### config.mk
export PLATFORM = sky130hd
export DESIGN_NAME = demux_pack_n_flat
export DESIGN_NICKNAME = d
export VERILOG_FILES = /design/src/rtl/demux_pack_n_if.sv /design/src/rtl/demux_pack_n.sv /design/src/flat_wrapper.sv
export SDC_FILE = /design/constraint.sdc
export NUM_CORES = 1
export LEC_CHECK = 0
export ABC_AREA = 1
export CAP_MARGIN = 15
export CORE_MARGIN = 2
export CORE_UTILIZATION = 35
export DETAILED_ROUTE_END_ITERATION = 6
export GPL_TIMING_DRIVEN = 0
export PLACE_DENSITY = 0.64
export SETUP_SLACK_MARGIN = 0.3
export SLEW_MARGIN = 20
export SYNTH_ARGS = -nofsm -noshare
export SYNTH_HDL_FRONTEND = slang
export SYNTH_SLANG_ARGS = --single-unit
### constraint.sdc
create_clock -name Clock -period 1.1 [get_ports Clock]
set_input_delay 0.165 -clock Clock [delete_from_list [all_inputs] [get_ports Clock]]
set_output_delay 0.165 -clock Clock [all_outputs]
set_load 0.02 [all_outputs]
### src/rtl/demux_pack_n_if.sv
// demux_pack_n_if: bus between a word producer / frame consumer and demux_pack_n.
//   In, InValid, InReady, Select    : word write channel (Select = slot index)
//   ConcatanatedOutputs, OutValid,
//   OutReady                        : packed frame channel, slot k at [k*W +: W]
//   SlotFull, WriteStrobe, SelError : status
// Modports: slave = the packer, master = the side driving it.
interface demux_pack_n_if #(
    parameter int WidthOfInputs  = 8,
    parameter int NumberOfInputs = 4
);
    localparam int SelW = (NumberOfInputs > 1) ? $clog2(NumberOfInputs) : 1;

    logic [WidthOfInputs-1:0]                In;
    logic                                    InValid;
    logic                                    InReady;
    logic [SelW-1:0]                         Select;
    logic [NumberOfInputs*WidthOfInputs-1:0] ConcatanatedOutputs;
    logic                                    OutValid;
    logic                                    OutReady;
    logic [NumberOfInputs-1:0]               SlotFull;
    logic [NumberOfInputs-1:0]               WriteStrobe;
    logic                                    SelError;

    modport slave (
        input  In, InValid, Select, OutReady,
        output InReady, ConcatanatedOutputs, OutValid, SlotFull, WriteStrobe, SelError
    );

    modport master (
        output In, InValid, Select, OutReady,
        input  InReady, ConcatanatedOutputs, OutValid, SlotFull, WriteStrobe, SelError
    );
endinterface

### src/rtl/demux_pack_n.sv
// demux_pack_n: registered 1-to-N demultiplexer/packer. Each accepted word is
// steered into slot Select of an N-slot frame; once every slot has been
// written the frame is offered on ConcatanatedOutputs with OutValid/OutReady.
// Ports:
//   Clock   : rising-edge clock
//   Reset_n : synchronous active-low reset
//   bus     : demux_pack_n_if.slave (write channel, frame channel, status)
// Build option: DEMUX_PACK_AUTOINC_EN replaces Select with an internal
// wrapping write pointer and ties SelError low.
module demux_pack_n #(
    parameter int WidthOfInputs  = 8,
    parameter int NumberOfInputs = 4
) (
    input  logic           Clock,
    input  logic           Reset_n,
    demux_pack_n_if.slave  bus
);
    localparam int SelW = (NumberOfInputs > 1) ? $clog2(NumberOfInputs) : 1;
    localparam int FW   = NumberOfInputs * WidthOfInputs;

    typedef enum logic {
        FILL  = 1'b0,
        DRAIN = 1'b1
    } state_t;

    state_t                    state_q, state_d;
    logic [FW-1:0]             frame_q, frame_d;
    logic [NumberOfInputs-1:0] full_q, full_d;
    logic [NumberOfInputs-1:0] strobe_q;
    logic [NumberOfInputs-1:0] hit;
    logic                      sel_err_q, sel_err_d;
    logic                      in_ready, drain, accept, wr_ok;
    logic [SelW-1:0]           idx;

`ifdef DEMUX_PACK_AUTOINC_EN
    logic [SelW-1:0] ptr_q;
    logic            unused_select;

    assign unused_select = ^bus.Select;

    // A write landing in the drain cycle starts the new frame at slot 0.
    assign idx = drain ? '0 : ptr_q;

    always_ff @(posedge Clock) begin
        if (!Reset_n) begin
            ptr_q <= '0;
        end else if (drain) begin
            ptr_q <= accept ? SelW'(1) : '0;
        end else if (accept) begin
            ptr_q <= (ptr_q == SelW'(NumberOfInputs - 1)) ? '0 : ptr_q + SelW'(1);
        end
    end
`else
    assign idx = bus.Select;
`endif

    always_comb begin
        in_ready = (state_q == FILL) || bus.OutReady;
        drain    = (state_q == DRAIN) && bus.OutReady;
        accept   = bus.InValid && in_ready;

        // One-hot decode; an out-of-range index matches no slot.
        hit = '0;
        for (int unsigned k = 0; k < NumberOfInputs; k++) begin
            if (accept && (idx == SelW'(k))) begin
                hit[k] = 1'b1;
            end
        end
        wr_ok = |hit;

        full_d  = (drain ? '0 : full_q) | hit;
        frame_d = frame_q;
        for (int unsigned k = 0; k < NumberOfInputs; k++) begin
            if (hit[k]) begin
                frame_d[k*WidthOfInputs +: WidthOfInputs] = bus.In;
            end
        end

`ifdef DEMUX_PACK_AUTOINC_EN
        sel_err_d = 1'b0;
`else
        sel_err_d = sel_err_q || (accept && !wr_ok);
`endif

        // Complete frame (including one finished by this cycle's write) means DRAIN.
        state_d = (&full_d) ? DRAIN : FILL;
    end

    always_ff @(posedge Clock) begin
        if (!Reset_n) begin
            state_q   <= FILL;
            frame_q   <= '0;
            full_q    <= '0;
            strobe_q  <= '0;
            sel_err_q <= 1'b0;
        end else begin
            state_q   <= state_d;
            frame_q   <= frame_d;
            full_q    <= full_d;
            strobe_q  <= hit;
            sel_err_q <= sel_err_d;
        end
    end

    assign bus.InReady             = in_ready;
    assign bus.ConcatanatedOutputs = frame_q;
    assign bus.OutValid            = (state_q == DRAIN);
    assign bus.SlotFull            = full_q;
    assign bus.WriteStrobe         = strobe_q;
    assign bus.SelError            = sel_err_q;
endmodule

### src/flat_wrapper.sv
// flat-port wrapper written by rule: the top's interface ports become plain ports
module demux_pack_n_flat 
#(
    parameter int WidthOfInputs  = 8,
    parameter int NumberOfInputs = 4
)
  (Clock, Reset_n, bus_In, bus_InValid, bus_Select, bus_OutReady, bus_InReady, bus_ConcatanatedOutputs, bus_OutValid, bus_SlotFull, bus_WriteStrobe, bus_SelError);
  demux_pack_n_if #(.WidthOfInputs(WidthOfInputs), .NumberOfInputs(NumberOfInputs)) bus_i ();
  input  logic Clock;
  input  logic Reset_n;
  input wire logic [$bits(bus_i.In)-1:0] bus_In;
  input wire logic [$bits(bus_i.InValid)-1:0] bus_InValid;
  input wire logic [$bits(bus_i.Select)-1:0] bus_Select;
  input wire logic [$bits(bus_i.OutReady)-1:0] bus_OutReady;
  output wire logic [$bits(bus_i.InReady)-1:0] bus_InReady;
  output wire logic [$bits(bus_i.ConcatanatedOutputs)-1:0] bus_ConcatanatedOutputs;
  output wire logic [$bits(bus_i.OutValid)-1:0] bus_OutValid;
  output wire logic [$bits(bus_i.SlotFull)-1:0] bus_SlotFull;
  output wire logic [$bits(bus_i.WriteStrobe)-1:0] bus_WriteStrobe;
  output wire logic [$bits(bus_i.SelError)-1:0] bus_SelError;
  assign bus_i.In = bus_In;
  assign bus_i.InValid = bus_InValid;
  assign bus_i.Select = bus_Select;
  assign bus_i.OutReady = bus_OutReady;
  assign bus_InReady = bus_i.InReady;
  assign bus_ConcatanatedOutputs = bus_i.ConcatanatedOutputs;
  assign bus_OutValid = bus_i.OutValid;
  assign bus_SlotFull = bus_i.SlotFull;
  assign bus_WriteStrobe = bus_i.WriteStrobe;
  assign bus_SelError = bus_i.SelError;
  demux_pack_n #(.WidthOfInputs(WidthOfInputs), .NumberOfInputs(NumberOfInputs)) u_core (.Clock(Clock), .Reset_n(Reset_n), .bus(bus_i));
endmodule
Word level (Yosys, flattened, before mapping)
Cells that the tools add are included.
Storage, ports and cells
  bits in registers: 42
Cells by class
  equal/unequal tests: 3
  multiplexer cells: 6
  bitwise logic cells: 2
  reduce and logical (&&, ||, !) cells: 13
Operators with widths (number)
  1-bit logical AND: 7
  1-bit 2-to-1 mux: 5
  2-bit == test, second input constant: 2
  4-bit 2-to-1 mux: 1
  4-bit OR: 1
  4-bit AND reduction: 1
  4-bit OR reduction: 1
  2-bit by 1-bit == test with 1-bit output, second input constant: 1
  2-bit zero test: 1
  1-bit logical OR: 2
  1-bit zero test: 1
  1-bit inverter: 1

Depth between registers and ports, before layout
  word-level depth: 9
  depth in mapped cells: 7
  gate-level depth less buffers: 6

Worst setup path after synthesis
No wires, ideal clock.
  path kind: reg-to-reg
  start point: reg u_core.state_q, in the netlist u_core.bus.OutValid
  end point: reg u_core.frame_q[0], in the netlist u_core.bus.ConcatanatedOutputs[0]
  arrival: 1.074 ns
  data required time: 1.030 ns
  path slack: -0.044 ns
  cell stages (with the launch flop): 7
  path buffers: 2
  period minus slack after synthesis: 1.144 ns
  cells stage by stage: dfxtp_1 > nand2_2 > buf_4 > nand3_2 > buf_4 > nand2_1 > a21oi_1
On the way
  longest elaborated chain between the ends: 5
RTL lines
  start: declaration: line demux_pack_n.sv:26  | state_t state_q, state_d;
  start signal: assignment: line demux_pack_n.sv:97  | state_q <= state_d;
  1-bit inverter: line demux_pack_n.sv:58  | in_ready = (state_q == FILL) || bus.OutReady;
  1-bit logical OR: line demux_pack_n.sv:58
  1-bit logical AND: line demux_pack_n.sv:60  | accept = bus.InValid && in_ready;
  1-bit logical AND: line demux_pack_n.sv:65  | if (accept && (idx == SelW'(k))) begin
  1-bit 2-to-1 mux: line demux_pack_n.sv:65
  end signal: assignment: line demux_pack_n.sv:98  | frame_q <= frame_d;
  end: declaration: line demux_pack_n.sv:27  | logic [FW-1:0] frame_q, frame_d;
No other way between the ends.
A chain may end at the register's enable or synchronous reset.

Worst setup path after layout
  start point: reg u_core.state_q, in the netlist u_core.bus.OutValid
  end point: out bus_InReady
On the way
  longest elaborated chain between the ends: 2
RTL lines
  1-bit inverter: line demux_pack_n.sv:58
  1-bit logical OR: line demux_pack_n.sv:58
  end: declaration: line flat_wrapper.sv:15  | output wire logic [$bits(bus_i.InReady)-1:0] bus_InReady;
No other way between the ends.

==> out/qor.txt <==
status = complete, but fails checks
failing checks = setup timing
# Max-Cap Violations = 0
placed cell count = 295
register area share after synthesis = 0.5402
Final #Nets = 279
synthesis-to-layout area growth = 68.17%
Synth cell types = 19
vias per cell = 4.865
Fill cells = 407
Post-Route WL = 4.492 mm
CTS root buffer = clkbuf_8
CTS buffer count = 5
hpwl dp = 2.837 mm
Power Total = 3.284 mW
Die W = 70.69 um
post-synthesis mux area share = 0
All-Layer GR Usage = 0.1794
Routed Antenna Nets = 0
total grt overflow = 0
Worst path most repeated cell = buf_6
CTS tree = done
post-layout min period = 1.199 ns
Chip Height = 70.69 um
Slew headroom = 0.7992
Clock Sinks = 42
fin util = 0.6053
vias in the first global route = 1498
PortBufs = 55
Mapped Avg Cell Area = 8.279 um2
GP Congestion = 0.7390
post-placement cell area = 2190 um2
maximum vdd ir drop = 625.2 uV
first-pass GRT wire length = 7.079 mm
synth warn = 0
complex-gate fraction of the synthesized area = 0.1125
Layout Cells excl Fill = 318
slowest stage cell, crit path = dfxtp_4
critical-path cell list = nand2_4, buf_6, buf_6, buf_6
Worst Hold End = u_core.bus.ConcatanatedOutputs[9]$_SDFFE_PN0P_
Post-Synthesis Cell Area = 1556 um2
WS Path Type = flop to primary output
final antenna diode count = 0
syn nets = 202
Fmax = 0.8341 GHz
worst-margin pin slew = 0.3002 ns
Die ar. = 4996 um2
# DRC = 0
most common cell after layout, fill and taps aside = buf_6
worst hold start = Reset_n
Final Hold Vio Count = 0
htree depth = 2
via count = 1547
Syn Inst Count = 188
slack of the critical path = -0.09896 ns
worst hold slack = 0.1897 ns
main combinational cell family by area after synthesis = simple AND/OR/NAND/NOR gates
post-synthesis adder-cell area fraction = 0
reg2reg path depth = 7
CP max FO = 2
Post-Synth XOR/XNOR Area = 0
final instance area = 2618 um2
startpoint type of the worst setup path = flop
flop2flop setup slack = -0.03 ns
RSZ-0062 raised after global routing = true
Hold Path Depth = 3
io pins = 57
clk_lat worst skew = 0.30 ns
Crit. End Element = primary output
DR iter-0 viols = 88
Pleak = 1.112 nW
commonest cells after routing, fill and taps aside = 55 x buf_6, 41 x dfxtp_2, 39 x nor2_1
Power Dens Cells = 1255 nW/um2
FF-to-FF Start = u_core.bus.OutValid$_SDFF_PN0_
initial antenna violation count = 0
initial core utilization = 0.3600
Core Box Area = 4324 um2
register bit count reported by yosys = 42
Hold Path Class = primary input to flop
wire per inst = 14.13 um
fin. max-slew vios = 0
largest net degree at the start of global routing = 14
r2r endpoint = u_core.bus.ConcatanatedOutputs[1]$_SDFFE_PN0P_
skew final = 0.01035 ns
fin crit share = 1.090
Clock Tree Buf Depth = 2
share of cells above drive strength 1 = 0.5489
Reg clk slew, reported paths = 0.07 ns
crit-path max cell delay = 0.36 ns
row cnt = 24
# setup viols final = 16
Simple-Gate Fraction of Synth Area = 0.2661
arrival time worst endpoint = 1.03 ns
data required time at the worst endpoint = 0.94 ns
drt pass-1 iters = 4
==> metrics by stage <==
step | setup TNS [ns] | worst slack, ns
after floorplan | 0 | 0.1223
after global placement | -14.59 | -0.7483
after detailed placement | -14.98 | -0.7367
after CTS | -0.7871 | -0.1069
after global routing | -1.724 | -0.1367
final | -0.3393 | -0.09896
==> worst max-delay path, delay by kind of cell, from the launching register on <==
kind,cells,cell delay [ns]
buffers and inverters,3,0.34
flip-flops,1,0.36
AND/OR/NAND/NOR,1,0.05
==> logic make-up after synthesis <==
family	Yosys count
flops	42
simple gates	90
buf+inv	21
compound gates	35
==> power by group <==
group / switching (mW) / internal (mW) / total [mW]
Clock: 0.532 / 0.586 / 1.12
Sequential: 0.0425 / 1.59 / 1.63
Combinational: 0.285 / 0.248 / 0.534
==> final cells by class <==
type | count | area (um2) | share of cell area
inverters | 9 | 37.54 | 0.01434
well taps | 52 | 65.06 | 0.02486
multi-input cells | 125 | 679.4 | 0.2596
flip-flops and latches | 42 | 895.9 | 0.3423
plain buffers | 12 | 103.9 | 0.03968
clock inverters | 1 | 7.507 | 0.002868
clock buffers | 7 | 97.59 | 0.03728
repair buffers | 70 | 730.7 | 0.2792
==> sequential cells by signal, indices dropped and copies added, names as in the netlist <==
name / cells
u_core.bus.SlotFull: 4
u_core.bus.OutValid: 1
u_core.bus.SelError: 1
u_core.bus.ConcatanatedOutputs: 32
u_core.bus.WriteStrobe: 4
==> Yosys cell counts, drive strengths merged <==
master / number / share of area
o21ai: 16 / 0.051
a21oi: 19 / 0.061
clkinv: 2 / 0.0056
nand3: 5 / 0.026
buf: 12 / 0.059
nand4: 16 / 0.064
nor2: 40 / 0.10
nand2: 29 / 0.075
inv: 7 / 0.017
dfxtp: 42 / 0.54
==> repair_timing <==
item / 4_1_cts / 5_1_grt
pin swaps: 0 / 1
gates resized for setup: 328 / 22
setup endpoints to repair: 84 / 84
setup buffers: 8 / 3
hold buffers: 0 / 0
cloned: 3 / 1
==> metal layers <==
| layer | part of all wire | up-vias | track usage |
|---|---|---|---|
| li1 | - | 775 | - |
| met1 | 0.47 | 719 | 0.2346 |
| met2 | 0.46 | 46 | 0.2939 |
| met3 | 0.056 | 7 | 0.05556 |
| met4 | 0.011 | 0 | 0.03774 |
| met5 | 0 | - | 0 |
==> worst max-delay path by stage <==
| stage | to | startpoint | depth (start not counted) |
|---|---|---|---|
| 2_1_floorplan | u_core.bus.ConcatanatedOutputs[1]$_SDFFE_PN0P_ | u_core.bus.OutValid$_SDFF_PN0_ | 6 |
| 3_3_place_gp | bus_InReady | bus_OutReady | 6 |
| 6_report | bus_InReady | u_core.bus.OutValid$_SDFF_PN0_ | 4 |
| 4_1_cts | bus_InReady | u_core.bus.OutValid$_SDFF_PN0_ | 4 |
| 5_1_grt | bus_InReady | u_core.bus.OutValid$_SDFF_PN0_ | 4 |
| 3_5_place_dp | bus_InReady | bus_OutReady | 6 |
No activity file was read; power rests on OpenSTA's default activity.
==> edit (same settings) <==
Build with the macro `DEMUX_PACK_AUTOINC_EN` defined.
--- a/src/rtl/demux_pack_n.sv
+++ b/src/rtl/demux_pack_n.sv
@@ -8,4 +8,6 @@
 // Build option: DEMUX_PACK_AUTOINC_EN replaces Select with an internal
 // wrapping write pointer and ties SelError low.
+`define DEMUX_PACK_AUTOINC_EN
+
 module demux_pack_n #(
     parameter int WidthOfInputs  = 8,
Check against the original RTL: not equivalent (Yosys sat finds a counterexample within 4 cycles, from zero or initial values and one cycle with Reset_n low).
==> edit against the unedited design <==
- the flow still finishes with violations (negative setup slack)
- non-clock buffer count down 2
- power up 9.5%
- sequential cell count up 1
- routed wire length up 6.5%
- combinational power up 31%
- worst hold slack better by 0.15 ns
- critical path depth up 2
- worst setup slack better by 0.055 ns
- design area up 9.2%
- area after synthesis up 3.4%
==> edit: results (changes against the unedited design) <==
[global_routing]
grt_pass1_vias=1516  ; +1.2%
grt_usage_pct=18.7  ; +0.78 points
gr-usage-met2_pct=29.2  ; -0.17 points
grt_pass1_wl_um=7400  ; +4.5%
grtUsageMet1_pct=25.0  ; +1.5 points
use_met3_pct=4.64  ; -0.91 points

[route]
drt_iter0_drc=93  ; +5.7%
num_vias=1632  ; +5.5%
drt_wl_total_um=4790  ; +6.5%
wl_met1_um=2060  ; -2.0%
dr_wl_met2_um=2330  ; +12%
routed-wl-met3_um=334  ; +32%

[power_and_ir_drop]
p_comb_uw=702  ; +31%
p_switching_uw=988  ; +15%
sw_frac_of_total_pct=27.5  ; +1.3 points
power_frac_seq_pct=47.2  ; -2.5 points
ir_worst_vdd_uv=650  ; +4.0%

[logic_synthesis]
yosysSeqAreaShare_pct=53.5  ; -0.52 points
synth_fa_ha_area_share_pct=0.778  ; +0.78 points
ys.flop_type=dfxtp_1
ys_types=24  ; +5
syn-num-nets=212  ; +5.0%
synth_common_cells=nor2_1, dfxtp_1, nand2_1
synth.area.top_cells=dfxtp_1, nor2_1, nand2_1, o21ai_1, a21oi_1
synth_compound_area_share_pct=14.2  ; +3.0 points
syn_avg_cell_area_sq_um=8.17  ; -1.3%

[final_layout]
drive_gt1_share_pct=63.7  ; +8.8 points
nets=292  ; +4.7%
fin_cells=330  ; +3.8%

[placed_design]
hpwl_um=2780  ; -2.0%
dpl_worst_slack_ns=-0.682  ; +0.0547 ns
numPlacedInstances=302  ; +2.4%
port_buffers=53  ; -3.6%
gp_congestion=0.851  ; +15%
placed_area_sq_mm=0.00223  ; +1.9%

[critical_path]
slowest_delay_ns=0.45  ; +0.09 ns
worstSetupPathType=register to register
cp-endpoint=u_core.bus.OutValid$_SDFF_PN0_
crit_arrival_ns=1.34  ; +0.31 ns
rr_worst_depth=6  ; -1
worst-path-max-fanout=7  ; +5

[sta]
worst_slack_ns=-0.0437  ; +0.0552 ns
tns_ns=-0.468  ; -0.128 ns
tightest_slew_ns=0.532  ; +0.232 ns
holdWs_ns=0.336  ; +0.147 ns
finalClockSkew_ns=0.00882  ; -0.00153 ns
setup_viol=22  ; +6

[clock_network]
clkTransAtPathRegs_ns=0.09  ; +0.02 ns

[outcome]
status=finished, violations left
violations=negative setup slack

[hold_path]
min_to=u_core.bus.ConcatanatedOutputs[16]$_SDFFE_PN0P_
hp-class=primary input to register

-- edit: changes by cell type in the layout (fill, tap and decap cells not counted), moves of 4 or more --
cell     delta
a21oi_1     -7
nand2_1    -12
buf_6       -7
nor2_2      +4
buf_4       +4
nor2_1     +10
nand3_2     +9
nand4_1    -16
nand2_2     +4
o21ai_2     +4
-- edit: timing repair --
item	CTS	global route
gates resized for setup	329	37
cloned	2	0
hold buffers	0	0
setup endpoints to repair	85	85
pin swaps	14	13
buffers inserted	9	9
-- edit: area by class of cell --
cell class,instances,area (sq um)
clock inverter,1,5.00
multi-input combinational,138,890
tap,52,65.1
timing repair buffer,73,769
buffer,7,57.6
clock buffer,7,108
inverter,9,40.0
sequential,43,925
fill,360,1530
-- edit: worst max-delay path, delay by kind of cell (launching register included) --
family	cells	cell delay, ns
and+or+nand+nor	4	0.33
buffers and inverters	1	0.16
DFF	1	0.45
AOI/OAI and AO/OA	1	0.10
